===== src/rtl/plb_dac_user_logic.sv =====
// rtl/plb_dac_user_logic.sv - PLB IPIF user-logic slave driving a 10-bit parallel DAC waveform generator
//
// Purpose:
//   Seven software registers reached through one-hot Bus2IP chip-enables.
//   The block generates a divided DAC sample clock and a 10-bit sample
//   stream: direct level, sawtooth, triangle, square or down-ramp.
//   It also drives the DAC static control pins from the control register.
//
// Register map (numeric bit 0 = LSB = Bus2IP_Data[31]):
//   reg0 CTRL   [0] EN, [7:4] MODE, [8] PinMD, [9] ClkMD, [10] Format_O,
//               [11] Format drive (Format_T = ~bit11), [12] PWRDN request,
//               [13] OpEnI, [14] OpEnQ, [31:16] divider N
//   reg1 LEVEL  [9:0]
//   reg2 STEP   [9:0]
//   reg3/5/6    read/write scratch
//   reg4 STATUS read-only: [9:0] current sample, [16] Format_I
//
// Ports:
//   Bus2IP_Clk      system clock
//   Bus2IP_Reset    asynchronous active-low reset
//   Bus2IP_Addr/CS/RNW  bus qualifiers, not needed (decode is by CE)
//   Bus2IP_Data     write data, index 0 = MSB
//   Bus2IP_BE       byte enables, BE[0] covers Data[0:7]
//   Bus2IP_RdCE     one-hot read enables, index 0 = reg0
//   Bus2IP_WrCE     one-hot write enables, index 0 = reg0
//   IP2Bus_Data     read data, index 0 = MSB
//   IP2Bus_RdAck/WrAck/Error  combinational handshake
//   IP2DAC_Data     10-bit offset-binary sample, index 0 = MSB
//   IP2DAC_DCLKIO/Clkout      divided sample clock
//   IP2DAC_PinMD/ClkMD/PWRDN/OpEnI/OpEnQ  DAC static control pins
//   IP2DAC_Format_I/O/T       Format pin tristate triple

module plb_dac_user_logic #(
    parameter int C_SLV_DWIDTH = 32,
    parameter int C_NUM_REG    = 7
) (
    input  logic                      Bus2IP_Clk,
    input  logic                      Bus2IP_Reset,
    input  logic [0:31]               Bus2IP_Addr,
    input  logic                      Bus2IP_CS,
    input  logic                      Bus2IP_RNW,
    input  logic [0:C_SLV_DWIDTH-1]   Bus2IP_Data,
    input  logic [0:C_SLV_DWIDTH/8-1] Bus2IP_BE,
    input  logic [0:C_NUM_REG-1]      Bus2IP_RdCE,
    input  logic [0:C_NUM_REG-1]      Bus2IP_WrCE,
    output logic [0:C_SLV_DWIDTH-1]   IP2Bus_Data,
    output logic                      IP2Bus_RdAck,
    output logic                      IP2Bus_WrAck,
    output logic                      IP2Bus_Error,
    output logic [0:9]                IP2DAC_Data,
    output logic                      IP2DAC_DCLKIO,
    output logic                      IP2DAC_Clkout,
    output logic                      IP2DAC_PinMD,
    output logic                      IP2DAC_ClkMD,
    output logic                      IP2DAC_PWRDN,
    output logic                      IP2DAC_OpEnI,
    output logic                      IP2DAC_OpEnQ,
    input  logic                      IP2DAC_Format_I,
    output logic                      IP2DAC_Format_O,
    output logic                      IP2DAC_Format_T
);

    typedef enum logic {
        DIR_UP   = 1'b0,
        DIR_DOWN = 1'b1
    } dir_t;

    // Positional assignment turns the big-endian bus vectors into
    // conventional [31:0] / [3:0] numbering (bus index 0 lands on the MSB).
    logic [31:0] wdata;
    logic [3:0]  wbe;
    assign wdata = Bus2IP_Data;
    assign wbe   = Bus2IP_BE;

    logic [31:0] ctrl_q;
    logic [31:0] level_q;
    logic [31:0] step_q;
    logic [31:0] scr3_q;
    logic [31:0] scr5_q;
    logic [31:0] scr6_q;

    function automatic logic [31:0] be_merge(input logic [31:0] cur,
                                             input logic [31:0] wd,
                                             input logic [3:0]  be);
        logic [31:0] r;
        for (int b = 0; b < 4; b++) begin
            r[b*8 +: 8] = be[b] ? wd[b*8 +: 8] : cur[b*8 +: 8];
        end
        return r;
    endfunction

    // Software registers; reg4 is status and has no storage.
    always_ff @(posedge Bus2IP_Clk or negedge Bus2IP_Reset) begin
        if (!Bus2IP_Reset) begin
            ctrl_q  <= '0;
            level_q <= '0;
            step_q  <= '0;
            scr3_q  <= '0;
            scr5_q  <= '0;
            scr6_q  <= '0;
        end else begin
            if (Bus2IP_WrCE[0]) ctrl_q  <= be_merge(ctrl_q,  wdata, wbe);
            if (Bus2IP_WrCE[1]) level_q <= be_merge(level_q, wdata, wbe);
            if (Bus2IP_WrCE[2]) step_q  <= be_merge(step_q,  wdata, wbe);
            if (Bus2IP_WrCE[3]) scr3_q  <= be_merge(scr3_q,  wdata, wbe);
            if (Bus2IP_WrCE[5]) scr5_q  <= be_merge(scr5_q,  wdata, wbe);
            if (Bus2IP_WrCE[6]) scr6_q  <= be_merge(scr6_q,  wdata, wbe);
        end
    end

    logic        en;
    logic [3:0]  mode;
    logic [15:0] div_n;
    logic [9:0]  level;
    logic [9:0]  step;
    assign en    = ctrl_q[0];
    assign mode  = ctrl_q[7:4];
    assign div_n = ctrl_q[31:16];
    assign level = level_q[9:0];
    assign step  = step_q[9:0];

    // Divider: N below 2 cannot produce both clock phases, so clamp to 2.
    logic [15:0] n_eff;
    logic [15:0] n_last;
    logic [15:0] n_half;
    assign n_eff  = (div_n < 16'd2) ? 16'd2 : div_n;
    assign n_last = n_eff - 16'd1;
    assign n_half = n_eff >> 1;

    logic [15:0] cnt_q;
    logic        dclk_q;
    logic        tick_q;

    // The >= compare lets a shrinking N wrap on the next cycle instead of
    // running the counter around 64k. tick_q delays the sample update one
    // clock so data changes once the DAC clock is already low.
    always_ff @(posedge Bus2IP_Clk or negedge Bus2IP_Reset) begin
        if (!Bus2IP_Reset) begin
            cnt_q  <= '0;
            dclk_q <= 1'b0;
            tick_q <= 1'b0;
        end else if (!en) begin
            cnt_q  <= '0;
            dclk_q <= 1'b0;
            tick_q <= 1'b0;
        end else begin
            cnt_q  <= (cnt_q >= n_last) ? 16'd0 : cnt_q + 16'd1;
            dclk_q <= (cnt_q >= n_half);
            tick_q <= (cnt_q == n_last);
        end
    end

    // Waveform generator: direction state plus accumulator and sample.
    dir_t       dir_q;
    dir_t       dir_d;
    dir_t       dir_cur;
    logic [9:0] acc_q;
    logic [9:0] acc_d;
    logic [9:0] sample_q;
    logic [9:0] sample_d;
    logic [3:0] mode_q;
    logic [10:0] sum;

    always_ff @(posedge Bus2IP_Clk or negedge Bus2IP_Reset) begin
        if (!Bus2IP_Reset) begin
            dir_q    <= DIR_UP;
            acc_q    <= '0;
            sample_q <= '0;
            mode_q   <= '0;
        end else begin
            dir_q    <= dir_d;
            acc_q    <= acc_d;
            sample_q <= sample_d;
            mode_q   <= mode;
        end
    end

    always_comb begin
        dir_d    = dir_q;
        acc_d    = acc_q;
        sample_d = sample_q;
        // A mode change restarts the triangle going up; ACC is kept.
        dir_cur  = (mode != mode_q) ? DIR_UP : dir_q;
        sum      = {1'b0, acc_q} + {1'b0, step};

        if (!en) begin
            dir_d    = DIR_UP;
            acc_d    = '0;
            sample_d = '0;
        end else begin
            dir_d = dir_cur;
            if (tick_q) begin
                case (mode)
                    4'd1: begin
                        acc_d    = sum[9:0];
                        sample_d = acc_d;
                    end
                    4'd2: begin
                        if (dir_cur == DIR_UP) begin
                            if (sum[10]) begin
                                acc_d = 10'h3FF;
                                dir_d = DIR_DOWN;
                            end else begin
                                acc_d = sum[9:0];
                            end
                        end else begin
                            if (acc_q < step) begin
                                acc_d = '0;
                                dir_d = DIR_UP;
                            end else begin
                                acc_d = acc_q - step;
                            end
                        end
                        sample_d = acc_d;
                    end
                    4'd3: begin
                        acc_d    = sum[9:0];
                        sample_d = acc_d[9] ? 10'd0 : level;
                    end
                    4'd4: begin
                        acc_d    = acc_q - step;
                        sample_d = acc_d;
                    end
                    default: begin
                        sample_d = level;
                    end
                endcase
            end
        end
    end

    // Read path.
    logic [31:0] status;
    logic [31:0] rd_data;
    assign status = {15'd0, IP2DAC_Format_I, 6'd0, sample_q};

    always_comb begin
        rd_data = '0;
        if (Bus2IP_RdCE[0]) rd_data = rd_data | ctrl_q;
        if (Bus2IP_RdCE[1]) rd_data = rd_data | level_q;
        if (Bus2IP_RdCE[2]) rd_data = rd_data | step_q;
        if (Bus2IP_RdCE[3]) rd_data = rd_data | scr3_q;
        if (Bus2IP_RdCE[4]) rd_data = rd_data | status;
        if (Bus2IP_RdCE[5]) rd_data = rd_data | scr5_q;
        if (Bus2IP_RdCE[6]) rd_data = rd_data | scr6_q;
    end

    assign IP2Bus_Data  = rd_data;
    assign IP2Bus_RdAck = |Bus2IP_RdCE;
    assign IP2Bus_WrAck = |Bus2IP_WrCE;
    assign IP2Bus_Error = 1'b0;

    // DAC pins.
    assign IP2DAC_Data     = sample_q;
    assign IP2DAC_DCLKIO   = dclk_q;
    assign IP2DAC_Clkout   = dclk_q;
    assign IP2DAC_PinMD    = ctrl_q[8];
    assign IP2DAC_ClkMD    = ctrl_q[9];
    assign IP2DAC_Format_O = ctrl_q[10];
    assign IP2DAC_Format_T = ~ctrl_q[11];
    assign IP2DAC_PWRDN    = ctrl_q[12] | ~en;
    assign IP2DAC_OpEnI    = ctrl_q[13] & en;
    assign IP2DAC_OpEnQ    = ctrl_q[14] & en;

    logic unused_ok;
    assign unused_ok = ^{Bus2IP_Addr, Bus2IP_CS, Bus2IP_RNW, ctrl_q[3:1],
                         ctrl_q[15], level_q[31:10], step_q[31:10]};

endmodule


===== config.mk =====
export PLATFORM = sky130hd
export DESIGN_NAME = plb_dac_user_logic
export DESIGN_NICKNAME = d
export VERILOG_FILES = /design/src/rtl/plb_dac_user_logic.sv
export SDC_FILE = /design/constraint.sdc
export NUM_CORES = 1
export LEC_CHECK = 0
export ABC_AREA = 0
export CORE_UTILIZATION = 55
export CTS_CLUSTER_SIZE = 12
export DETAILED_ROUTE_END_ITERATION = 10
export GPL_ROUTABILITY_DRIVEN = 0
export PLACE_DENSITY = 0.81
export SLEW_MARGIN = 20
export SYNTH_ARGS = -nofsm -noshare
export SYNTH_HDL_FRONTEND = slang
export SYNTH_SLANG_ARGS = --single-unit

===== constraint.sdc =====
create_clock -name Bus2IP_Clk -period 6 [get_ports Bus2IP_Clk]
set_input_delay 0.9 -clock Bus2IP_Clk [delete_from_list [all_inputs] [get_ports Bus2IP_Clk]]
set_output_delay 0.9 -clock Bus2IP_Clk [all_outputs]
set_load 0.005 [all_outputs]

* After elaboration in Yosys (flattened, before gate mapping)
Index checks and enable logic that the tools add are counted.
Storage, ports and cells: flip-flop bits (word level) 235, bits of input ports 87
Operators by class: eq/ne operators 8, $add $sub $neg 4, $lt $le $gt $ge 4, bitwise operators 11, mux-type cells 29, reductions and logical operators 28
Operator list (number):
- $mux W32 | 7
- $or A32 B32 Y32 | 5
- $mux W10 | 8
- $reduce_and A2 Y1 | 25
- $mux W16 | 3
- $pmux W10 S4 | 1
- $or A32 B17 Y32 | 1
- $pmux W10 S3 | 1
- $add A16 B1 Y16 const B | 1
- $eq A16 B16 Y1 | 1
- $ge A16 B15 Y1 | 1
- $ge A16 B16 Y1 | 1
- $lt A16 B2 Y1 const B | 1
- $sub A16 B1 Y16 const B | 1
- $reduce_or A7 Y1 | 2
- $add A10 B10 Y11 | 1
- $lt A10 B10 Y1 | 1
- $sub A10 B10 Y10 | 1
- $mux W1 | 9
- $eq A4 B2 Y1 const B | 2
- $eq A4 B1 Y1 const B | 1
- $eq A4 B3 Y1 const B | 1
- $ne A4 B2 Y1 const B | 1
- $ne A4 B4 Y1 | 1
- other kinds (5) | 7

* Longest topological paths before layout
depth after elaboration 13, mapped depth 17, gate-level depth less buffers 16

* Worst setup path before layout
No wires, ideal clock.
kind reg-to-reg, from register ctrl_q[23], to register cnt_q[10], library setup time 136 ps, setup slack 1863 ps, arrival time 4001 ps, stages on the path, launching flop included 17, period minus slack after synthesis 4137 ps, cells stage by stage dfrtp_1 -> or4_1 -> nor4_2 -> nand4_1 -> o31ai_1 -> ha_1 -> nand3_1 -> nor4_1 -> xnor2_1 -> ha_1 -> nand4_1 -> nor2_1 -> nand2_1 -> or3_1 -> o211ai_1 -> clkbuf_1 -> nor3_1
On the way: longest elaborated chain between the ends 6
RTL lines:
- start, declared | line 75 | logic [31:0] ctrl_q;
- start signal, assigned | line 102 | if (Bus2IP_WrCE[0]) ctrl_q <= be_merge(ctrl_q, wdata, wbe);
- $lt A16 B2 Y1 | line 126 | assign n_eff = (div_n < 16'd2) ? 16'd2 : div_n;
- $mux W16 * | line 126
- $sub A16 B1 Y16 * | line 127 | assign n_last = n_eff - 16'd1;
- $ge A16 B16 Y1 * | line 147 | cnt_q <= (cnt_q >= n_last) ? 16'd0 : cnt_q + 16'd1;
- $mux W16 * | line 147
- $mux W16 * | line 142 | end else if (!en) begin
- end signal, assigned | line 147
- end, declared | line 130 | logic [15:0] cnt_q;
Mark *: on every way between the ends. The rest lies on a longest branch, timed or not. A chain may end at the register's enable or synchronous reset.

* Final worst setup path
from register ctrl_q[23], to register cnt_q[1]
Same word-level chain as after synthesis.

==> qor.yml <==
outcome:
  status: "completed"
sta:
  min_period_ns: 4.98
  slew_violations: 0
  finalClockSkew_ns: 0.0137
  rsz0062_at_grt: "no"
  finalHoldViolCount: 0
  max_freq_mhz: 201
  setup_violations: 0
  relSlewSlack: 0.248
  worst_slack_ns: 1.02
  worst_pin_slew_ns: 1.12
  tns_ns: 0
  finalCritPeriodShare: 0.830
synthesis:
  yosysTopAreaCell: "dfrtp_1"
  synthDominantCellAreaShare: 0.465
  synthXorXnorAreaFrac: 0.0284
  syn_avg_cell_area_um2: 11.1
  synth-simple-area-share: 0.100
  synth_compound_area_frac: 0.146
  ys_top_cells_by_area: "dfrtp_1 (46%), mux2_2 (17%), ha_1 (5.2%), a22oi_1 (5.1%), nand3_1 (2.3%)"
  synth_top_family_by_area: "multiplexers"
  synth_area_um2: 12700
  ys_types: 68
  yosys_warnings: 0
  synth.area.mux_share: 0.172
  synth_seq_area_share: 0.465
  syn_inst: 1135
  synth_flop_cell: "dfrtp_1"
  synth_fa_ha_area_frac: 0.0556
  ys_seq_elements: 235
  synth_fp_nets: 1277
  async_reset_ff_frac: 1.00
  synth_edf_count: 0
route:
  drtAntennaViolNets: 0
  wl_per_cell_um: 22.1
  routed_via_density: 6.55
  drc: 0
  first_pass_iters: 5
  drt_wl_total_um: 33600
  drtIter0Drc: 1018
  vias: 9934
flow_run:
  maxCapViolCount: 0
worst_setup_path:
  r2r_setup_slack_ns: 1.02
  path_delay_family: "simple AND/OR/NAND/NOR gates"
  critPathMostFrequentCell: "ha_1"
  critPathKind: "register to register"
  worstRegToRegCells: 15
  crit_start: "ctrl_q[23]"
  endpoint_kind: "register"
  cp_slowest_cell: "or4_1"
  r2r-end: "cnt_q[1]"
  path_max_fanout: 9
  cp_num_buf_inv: 1
  crit_chain: "or4_1, nor4_2, nand4_1, o31ai_1, ha_1, nand3_1, nor4_1, xnor2_1, ha_1, a21oi_1, nor2b_1, a2111oi_0, o211ai_1, buf_4, nor3b_1"
  required_ns: 6.45
  critical-path-max-stage-delay_ns: 0.64
  r2r-start: "ctrl_q[23]"
  start_kind: "register"
  worstPathArrival_ns: 5.43
  worst-path-stages: 15
clocking:
  cts.sinks: 235
  ctsHoldBuffers: 0
  clock_latency_ns: 0.54
  ctsResizeCount: 0
  cts_buffers: 25
  cts_tree: "done"
  htreeDepth: 1
  clockBufferDepth: 3
  root_buffer: "clkbuf_16"
  post_cts_buffers: 0
  path_clk_slew_ns: 0.06
global_routing:
  grt_max_degree: 114
  grt_pass1_wl_um: 54000
  grt_pass1_vias: 9926
  antenna_found_initial: 0
  gr-total-overflow: 0
  grtUsageTotal: 0.288
power:
  power.total_mw: 4.32
  p_leak_nw: 6.28
  power_density_nw_per_um2: 294
  ir_drop_uv: 230
die:
  core_area_um2: 22600
  std_cell_rows: 55
  die-area_um2: 23600
  ios: 141
  initial_core_util: 0.561
  die_h_um: 154
  dieWidth_um: 154
place:
  pre_cts_ws_ns: 1.31
  dpl.hpwl_um: 23000
  portBuffers: 105
layout:
  fill_cells: 1733
  antennaDiodeCount: 0
  drive_above_1_share: 0.201
  layout_common_cells: "dfrtp_1 (235), mux2_2 (192), clkdlybuf4s50_1 (103), a22oi_1 (86), nand2_1 (59)"
  syn_to_final_growth_pct: 16.0
  layout_commonest_cell: "dfrtp_1"
  final_nets: 1359
min_path:
  hold_path.class: "primary input to async pin"
==> worst register-to-register path: stages (launching register included) <==
cell	delay [ns]
dfrtp_1	0.45
or4_1	0.64
nor4_2	0.34
nand4_1	0.23
o31ai_1	0.43
ha_1	0.29
nand3_1	0.26
nor4_1	0.32
xnor2_1	0.17
ha_1	0.26
a21oi_1	0.16
nor2b_1	0.07
a2111oi_0	0.42
o211ai_1	0.38
buf_4	0.29
nor3b_1	0.19
==> power by group <==
| group | total [mW] | internal, mW | switching, mW | leakage, nW |
|---|---|---|---|---|
| sequential | 1.96 | 1.79 | 0.173 | 2.84 |
| clock | 1.50 | 0.879 | 0.625 | 0.375 |
| combinational | 0.853 | 0.434 | 0.419 | 3.06 |
| total | 4.32 | 3.10 | 1.22 | 6.28 |
==> sequential cells by signal, summed over array words and instances (netlist names), 4 cells and up <==
signal / count
ctrl_q: 32
level_q: 32
scr3_q: 32
scr5_q: 32
scr6_q: 32
step_q: 32
cnt_q: 16
IP2DAC_Data: 10
acc_q: 10
mode_q: 4
==> logic make-up (layout without fill, tap and decap cells) <==
| kind of cell | Yosys count | in the layout |
|---|---|---|
| buffers and inverters | 103 | 199 |
| other | 1 | 1 |
| AOI/OAI and AO/OA | 254 | 254 |
| adders and majority gates | 55 | 55 |
| muxes | 194 | 194 |
| xor gates and xnor gates | 41 | 41 |
| and+or+nand+nor | 252 | 252 |
| DFF | 235 | 235 |
==> through the flow <==
stage                      util  hold slack, ns  instance area, um2  std cells
after floorplan               -           0.349               12700       1135
final                     0.650           0.399               14700       1516
after global routing      0.650           0.481               14700       1516
after detailed placement  0.616           0.494               13900       1475
after CTS                 0.650           0.454               14700       1516
after global placement    0.616           0.487               13900       1474
==> synth_stat cells, drive strengths merged, types with 9 or more instances <==
cell type	instances
a21o	9
a21oi	29
a221o	10
a222oi	11
a22oi	86
a31oi	11
clkbuf	53
dfrtp	235
ha	53
inv	42
mux2	192
nand2	59
nand3	57
nand4	12
nor2	34
nor3	35
nor4	9
o21ai	30
or3	10
xnor2	31
xor2	10
==> layer usage <==
| layer | vias up | routed length [um] | GRT usage |
|---|---|---|---|
| li1 | 4445 | - | - |
| met1 | 4951 | 14100 | 0.396 |
| met2 | 468 | 15600 | 0.464 |
| met3 | 70 | 2880 | 0.0505 |
| met4 | 0 | 903 | 0.0914 |
| met5 | - | 0 | 0 |
==> worst max-delay path by stage <==
stage | endpoint | slack, ns
final | cnt_q[1] | 1.02
after detailed placement | cnt_q[7] | 1.31
after global routing | cnt_q[2] | 0.54
after CTS | cnt_q[7] | 1.07
after global placement | cnt_q[3] | 1.27
after floorplan | cnt_q[10] | 1.86
==> layout make-up <==
cell class,instances,area (um2),area share
clock buffers,36,687,0.0468
clock inverters,5,92.6,0.00631
inverters,42,158,0.0107
multi-input cells,797,6370,0.434
flip-flops and latches,235,5880,0.401
well taps,285,357,0.0243
repair buffers,116,1130,0.0772
(Power assumes the default switching activity.)
